===== src/rtl/sdn_parser_header_extractor.sv =====
// rtl/sdn_parser_header_extractor.sv - captures a 64-byte header window and serves byte-field extract commands
// Optional statistics counters: define SDN_PARSER_HDR_EXTRACT_STAT_EN
module sdn_parser_header_extractor #(
  parameter int DATA_W    = 64,
  parameter int HDR_WORDS = 8
) (
  input  logic              clk,
  input  logic              rstn,
  input  logic [DATA_W-1:0] pkt_data,
  input  logic              pkt_valid,
  output logic              pkt_ready,
  input  logic              pkt_sop,
  input  logic              pkt_eop,
  input  logic [2:0]        pkt_mod,
  input  logic              cmd_valid,
  output logic              cmd_ready,
  input  logic [5:0]        cmd_offset,
  input  logic [3:0]        cmd_len,
  input  logic              cmd_last,
  output logic              fld_valid,
  input  logic              fld_ready,
  output logic [DATA_W-1:0] fld_data,
  output logic              fld_err,
  output logic              fld_last,
  output logic [6:0]        hdr_bytes
`ifdef SDN_PARSER_HDR_EXTRACT_STAT_EN
  ,
  output logic [31:0]       stat_pkt_cnt,
  output logic [31:0]       stat_err_cnt
`endif
);

  localparam int WIN_W = HDR_WORDS * DATA_W;
  localparam int CNT_W = $clog2(HDR_WORDS + 1);

  typedef enum logic [1:0] {IDLE, CAPTURE, EXTRACT, DRAIN} state_t;

  state_t             state;
  logic [WIN_W-1:0]   win;
  logic [CNT_W-1:0]   wcnt;
  logic               eop_seen;
  logic               pkt_fire;
  logic               cmd_fire;
  logic [3:0]         word_bytes;
  logic [7:0]         bytes_sum;
  logic [6:0]         bytes_next;
  logic [6:0]         cmd_end;
  logic [8:0]         sh_off;
  logic [6:0]         sh_len;
  logic [WIN_W-1:0]   win_shl;
  logic [DATA_W-1:0]  fld_calc;
  logic               cmd_bad;

  assign pkt_fire  = pkt_valid && pkt_ready;
  assign cmd_ready = (state == EXTRACT) && (!fld_valid || fld_ready);
  assign cmd_fire  = cmd_valid && cmd_ready;

  always_comb begin
    word_bytes = 4'd8;
    if (pkt_eop && (pkt_mod != 3'd0)) word_bytes = {1'b0, pkt_mod};
    bytes_sum  = {1'b0, hdr_bytes} + {4'b0000, word_bytes};
    bytes_next = (bytes_sum > 8'd64) ? 7'd64 : bytes_sum[6:0];
  end

  // Byte 0 of the window sits at the MSB; shift the requested bytes to the top, then right-align.
  always_comb begin
    cmd_end  = {1'b0, cmd_offset} + {3'b000, cmd_len};
    cmd_bad  = (cmd_len == 4'd0) || (cmd_len > 4'd8) || (cmd_end > hdr_bytes);
    sh_off   = {cmd_offset, 3'b000};
    sh_len   = {(4'd8 - cmd_len), 3'b000};
    win_shl  = win << sh_off;
    fld_calc = win_shl[WIN_W-1 -: DATA_W] >> sh_len;
  end

  always_ff @(posedge clk or negedge rstn) begin
    if (!rstn) begin
      state     <= IDLE;
      win       <= '0;
      wcnt      <= '0;
      eop_seen  <= 1'b0;
      pkt_ready <= 1'b0;
      fld_valid <= 1'b0;
      fld_data  <= '0;
      fld_err   <= 1'b0;
      fld_last  <= 1'b0;
      hdr_bytes <= '0;
`ifdef SDN_PARSER_HDR_EXTRACT_STAT_EN
      stat_pkt_cnt <= '0;
      stat_err_cnt <= '0;
`endif
    end else begin
      if (cmd_fire) begin
        fld_valid <= 1'b1;
        fld_err   <= cmd_bad;
        fld_data  <= cmd_bad ? '0 : fld_calc;
        fld_last  <= cmd_last;
`ifdef SDN_PARSER_HDR_EXTRACT_STAT_EN
        if (cmd_bad && (stat_err_cnt != 32'hFFFF_FFFF)) stat_err_cnt <= stat_err_cnt + 32'd1;
`endif
      end else if (fld_ready) begin
        fld_valid <= 1'b0;
      end

      case (state)
        IDLE: begin
          pkt_ready <= 1'b1;
          if (pkt_fire && pkt_sop) begin
            win[WIN_W-1 -: DATA_W] <= pkt_data;
            wcnt      <= CNT_W'(1);
            hdr_bytes <= {3'b000, word_bytes};
            eop_seen  <= pkt_eop;
`ifdef SDN_PARSER_HDR_EXTRACT_STAT_EN
            if (stat_pkt_cnt != 32'hFFFF_FFFF) stat_pkt_cnt <= stat_pkt_cnt + 32'd1;
`endif
            if (pkt_eop) begin
              state     <= EXTRACT;
              pkt_ready <= 1'b0;
            end else begin
              state <= CAPTURE;
            end
          end
        end
        CAPTURE: begin
          if (pkt_fire) begin
            for (int i = 1; i < HDR_WORDS; i++) begin
              if (wcnt == i[CNT_W-1:0]) win[(HDR_WORDS-1-i)*DATA_W +: DATA_W] <= pkt_data;
            end
            wcnt      <= wcnt + CNT_W'(1);
            hdr_bytes <= bytes_next;
            eop_seen  <= pkt_eop;
            if (pkt_eop || (wcnt == CNT_W'(HDR_WORDS - 1))) begin
              state     <= EXTRACT;
              pkt_ready <= 1'b0;
            end
          end
        end
        EXTRACT: begin
          if (cmd_fire && cmd_last) begin
            state     <= eop_seen ? IDLE : DRAIN;
            pkt_ready <= 1'b1;
          end
        end
        DRAIN: begin
          pkt_ready <= 1'b1;
          if (pkt_fire && pkt_eop) state <= IDLE;
        end
        default: state <= IDLE;
      endcase
    end
  end

endmodule


===== config.mk =====
export PLATFORM = sky130hd
export DESIGN_NAME = sdn_parser_header_extractor
export DESIGN_NICKNAME = d
export VERILOG_FILES = /design/src/rtl/sdn_parser_header_extractor.sv
export SDC_FILE = /design/constraint.sdc
export NUM_CORES = 2
export LEC_CHECK = 0
export CORE_MARGIN = 10
export CORE_UTILIZATION = 45
export DETAILED_ROUTE_END_ITERATION = 8
export SYNTH_ARGS = -nofsm -noshare
export SYNTH_HDL_FRONTEND = slang
export SYNTH_SLANG_ARGS = --single-unit

===== constraint.sdc =====
create_clock -name clk -period 8.95 [get_ports clk]
set_clock_uncertainty 0.2 [all_clocks]
set_input_delay 1.79 -clock clk [delete_from_list [all_inputs] [get_ports clk]]
set_output_delay 1.79 -clock clk [all_outputs]
set_load 0.02 [all_outputs]

### Word-level counts from Yosys, hierarchy flattened

Index checks and enable logic that the tools add are counted.

* add/subtract/negate cells: 4
* order comparisons: 3
* equal/unequal tests: 15
* shift operators: 2
* multiplexer cells: 28
* reductions and logical operators: 28

Operators by type and width (number)
* 512-bit by 9-bit left shift with 512-bit output: 1
* 64-bit two-way mux: 1
* 64-bit by 7-bit right shift with 64-bit output: 1
* 3-bit AND reduction: 9
* 7-bit two-way mux: 3
* 4-bit by 3-bit == test with 1-bit output (second input constant): 4
* 2-bit two-way mux: 7
* 7-bit one-hot mux with 2 select lines: 1
* 4-bit two-way mux: 3
* 1-bit two-way mux: 9
* 7-bit by 4-bit adder with 8-bit output: 1
* 4-bit by 2-bit == test with 1-bit output (second input constant): 2
* 8-bit by 7-bit greater-than comparator with 1-bit output (second input constant): 1
* 2-bit inequality test (second input constant): 4
* 2-bit one-hot mux with 4 select lines: 1
* 4-bit one-hot mux with 2 select lines: 1
* 6-bit by 4-bit adder with 7-bit output: 1
* 7-bit greater-than comparator: 1
* 1-bit logical AND: 7
* 5-bit AND reduction: 1
* 4-bit by 1-bit adder with 4-bit output (second input constant): 1
* 2-bit == test (second input constant): 2
* 4-bit by 1-bit == test with 1-bit output (second input constant): 1
* 4-bit greater-than comparator (second input constant): 1
* 12 further kinds: 16

* flip-flop bits (word level): 594
* input port bits: 85

### Logic depth before layout (Yosys ltp)

* depth after elaboration: 8
* depth in mapped cells: 18
* depth with buffers taken out: 15

### Least setup slack after synthesis

No wires, ideal clock.

* kind: input -> register
* from: input port cmd_offset[4]
* to: register fld_data[37]
* arrival: 5.482 ns
* slack: 3.186 ns
* stages on the path: 18
* buffers on the path: 7
* cells stage by stage: clkbuf_1 > buf_2 > buf_2 > clkbuf_1 > buf_1 > o21ai_0 > xnor2_1 > ha_1 > nand3_1 > or2_2 > a21o_1 > or4_1 > clkbuf_1 > nor2_1 > buf_2 > a22o_1 > a21oi_1 > o21ai_0

* cells in the longest elaborated chain, start to end: 4

RTL lines
* from (decl): RTL line 17 `input logic [5:0] cmd_offset,`
* branches (longest 3 deep; another with 512-bit by 9-bit left shift with 512-bit output)
* 64-bit two-way mux *: RTL line 95 `fld_data <= cmd_bad ? '0 : fld_calc;`
* to (signal assigned): RTL line 95
* to (decl): RTL line 22 `output logic [DATA_W-1:0] fld_data,`

Every way passes the cells marked *.
A chain may end at the register's enable or synchronous reset.

### Worst setup path after layout

* from: input port cmd_offset[0]
* to: register fld_data[24]

The elaborated chain is that of the path after synthesis.

==> results summary <==
The placed instances occupy a cell area of 50600 sq um. The time the worst path needs with I/O delays and setup came out at 6.13 ns. The final setup violation count came out at 0.

The synthesized netlist devotes 0.596% of its cell area to adder and majority cells. By area the synthesized netlist is led by dfrtp_1 (31%), mux4_2 (25%), mux2_2 (12%). The maximum root-to-sink buffer count is 3.

The proportion of layout cells with a drive suffix above 1 came out at 32.9%. The depth of the CTS H-tree is 3. In this run the worst hold path is classified as reg -> reg. The synthesized-area fraction occupied by and/or/nand/nor cells is 8.64%. The die width is 349 um. The summed area of non-filler cells in the final layout is 53000 sq um.

The count of flip-flops with a built-in enable after synthesis came out at 0. By area, the combinational part of the netlist is dominated by multiplexers. The run finished, with violations left. The final number of max-transition violations came out at 1. From bottom edge to top edge, the die measures 349 um. The number of nets at the end of the flow came out at 4194. The maximum number of pins on one net before global-route repair is 157.

The total leakage power is 21.4 nW. The switching power as a share of total power is 39.4%. STA classifies the critical path endpoint as a register. The average cell area after synthesis came out at 11.7 sq um. The number of vias after detailed routing is 41693. The share of the clock period used by the worst path came out at 68.5%. The I/O pin total is 161. The total track usage came out at 32.4%.

The cell type contributing the most total cell area after synthesis is dfrtp_1. The die covers 122000 sq um. The CTS tree is done. The setup path with the least slack is of type in -> reg. In the post-route analysis, the smallest setup slack over all paths is 2.82 ns. The internal power summed over all cells came out at 8.50 mW. The routed wire length per instance is 36.4 um.

The remaining design rule violation count is 0. Clock latency on the worst-skew pair, taken at its later pin, is 0.67 ns. The effective utilization at floorplan is 45.4%. The critical path data required time is 9.27 ns. The number of global-route vias before repair is 39906. The number of nets with antenna violations after detailed routing is 0. The max-capacitance violation count came out at 1.

The setup TNS after final layout came out at 0 ns. Counting flops with an async set or reset pin after synthesis yields a share of 100%. The number of unique standard cell types used by synthesis is 104. The combinational group share of total power is 40.2%. The areal power density over the cells came out at 265 nW/um^2.

Setup repair after global routing left no endpoint under its margin. CTS placed an instance of clkbuf_16 at the clock tree root. The share of the synthesized area in compound gates (AO/OA/AOI/OAI) is 12.0%. The clock buffer count from CTS came out at 72.

The buffer count from post-CTS setup fixing came out at 0. The area of the mapped netlist is 48700 sq um. The flip-flop and latch count after synthesis is 594. The number of design-rule violations left by the first detailed-router iteration is 6560.

The count of final hold-check violations is 0. The detailed-routing iteration count for the pre-antenna-repair pass came out at 6. The most used flip-flop cell after synthesis is dfrtp_1. The worst-case setup slack after placement is 2.10 ns. The hold-fix buffer count after cts came out at 0. The area growth from synthesis to layout came out at 8.84%. The maximum vdd ir drop came out at 0.149 mV. The routability congestion estimate is 1.03.

The maximum frequency from static timing analysis came out at 0.163 GHz. The slew at the pin closest to its max-slew limit is 1.49 ns. The post-synth net total came out at 4265. The peak fanout along the critical path came out at 86.

The synthesized instance count is 4158. The switching power total is 5.53 mW. The number of gates resized after cts came out at 0. Summing the sequential cell areas from Yosys gives 30.5% of the chip area.

The clock-pin slew of the registers on the worst-case setup and hold paths is 0.06 ns. The sum of overflow across all layers after global routing came out at 0. The area fraction of the dominant cell type after synthesis is 30.5%. The first-pass GRT wire length came out at 294 mm. The yosys synthesis warning count came out at 0. The core footprint came out at 107000 sq um. STA classifies the critical path startpoint as an input pin. The total design power came out at 14.0 mW. The wire length after detailed routing came out at 202 mm. The number of I/O port buffers is 160. Registers are responsible for 37.6% of the overall power. The vias per cell came out at 7.51. The final-layout worst hold slack is 0.273 ns.

The endpoint arrival time on the critical path is 6.45 ns. The area share of xor/xnor cells in the synthesized design came out at 0.162%. The remaining max-slew budget at the tightest pin came out at -0.365%. Row generation in the floorplan step produced 120 rows. The initial antenna violation count is 9.

The part of the total power dissipated in the clock network came out at 22.2%. The CTS sink count is 594. The estimated wirelength of the detail-placed design is 138 mm. The multiplexer area fraction after synthesis is 42.9%. The checks that failed: capacitance limit, slew limit.
-- layer usage --
layer  up-vias  global-route usage, %  wire length (um)
met3       663                   11.6             27900
met1     21381                   42.7             75600
met2      3254                   46.2             85800
met5         -                      0                72
li1      16385                      -                 -
met4        10                   17.7             12700
-- critical path: stages --
cell,delay [ns]
buf_8,0.58
buf_4,0.71
buf_4,0.80
mux4_2,0.62
o221ai_1,0.20
a31oi_1,0.09
or2_2,0.35
a221oi_1,0.55
buf_4,0.25
nand2_1,0.06
o21ai_1,0.16
o221ai_1,0.15
-- path summary, 6_finish.rpt --
check / start / endpoint / slack [ns] / cells after the start
min in group asynchronous: rstn / hdr_bytes[0] / 0.96 / 1
worst min register to register: win[504] / win[504] / 0.27 / 2
worst max-delay path: cmd_offset[0] / fld_data[24] / 2.82 / 12
max in group asynchronous: rstn / win[229] / 6.09 / 2
worst max register to register: hdr_bytes[4] / fld_data[21] / 4.86 / 10
worst min-delay path: win[504] / win[504] / 0.27 / 2
-- power by group through the flow --
stage               Sequential (mW)  Combinational, mW  Clock, mW
finish                         5.28               5.64       3.11
global route                   5.38               5.98       3.26
CTS                            5.17               5.55       3.15
detailed placement             5.21               5.53          0
global placement               5.19               5.47          0
floorplan                      4.60               4.08          0
-- logic make-up (layout without fill, tap and decap cells) --
logic type | Yosys count | after routing
other | 0 | 8
and+or+nand+nor | 947 | 947
adders and majority gates | 22 | 22
xor gates and xnor gates | 9 | 9
DFF | 594 | 594
AOI/OAI and AO/OA | 817 | 817
buffers and inverters | 427 | 413
muxes | 1342 | 1342
-- area by class of cell --
| type | instances | area, sq um |
|---|---|---|
| clock inverter | 32 | 382 |
| timing repair buffer | 254 | 2410 |
| clock buffer | 99 | 2070 |
| fill | 9488 | 54300 |
| multi-input combinational | 3137 | 31400 |
| antenna | 8 | 20.0 |
| tap | 1403 | 1760 |
| inverter | 28 | 113 |
| sequential | 594 | 14900 |
-- layout by cell type, fill, tap and decap left out, drive strengths merged, types with 50 or more instances in the layout --
cell type / instances
mux4: 542
nor2: 147
dfrtp: 594
mux2i: 272
o211ai: 50
a31oi: 59
o21ai: 107
buf: 101
clkdlybuf4s50: 152
nand3: 63
a22oi: 84
o22ai: 90
mux2: 528
a21oi: 121
nand2: 539
clkbuf: 100
-- synthesized netlist by cell type, types with 80 or more instances --
cell type	count
clkbuf_1	151
nor2_1	147
a22oi_1	80
nand2_1	538
o22ai_1	90
mux2i_1	271
mux2_2	527
mux4_2	540
a21oi_1	120
o21ai_0	93
dfrtp_1	594
buf_2	98
-- per-stage QoR --
step | cells | util [%]
detailed placement | 5416 | 47.1
global placement | 5416 | 47.1
CTS | 5547 | 49.4
floorplan | 4158 | -
finish | 5555 | 49.4
global route | 5547 | 49.4
-- flip-flops by register name (all words and copies together) (netlist names), 2 cells and up --
name / flops
win: 512
state: 2
fld_data: 64
hdr_bytes: 7
wcnt: 4
(Power assumes the default switching activity.)
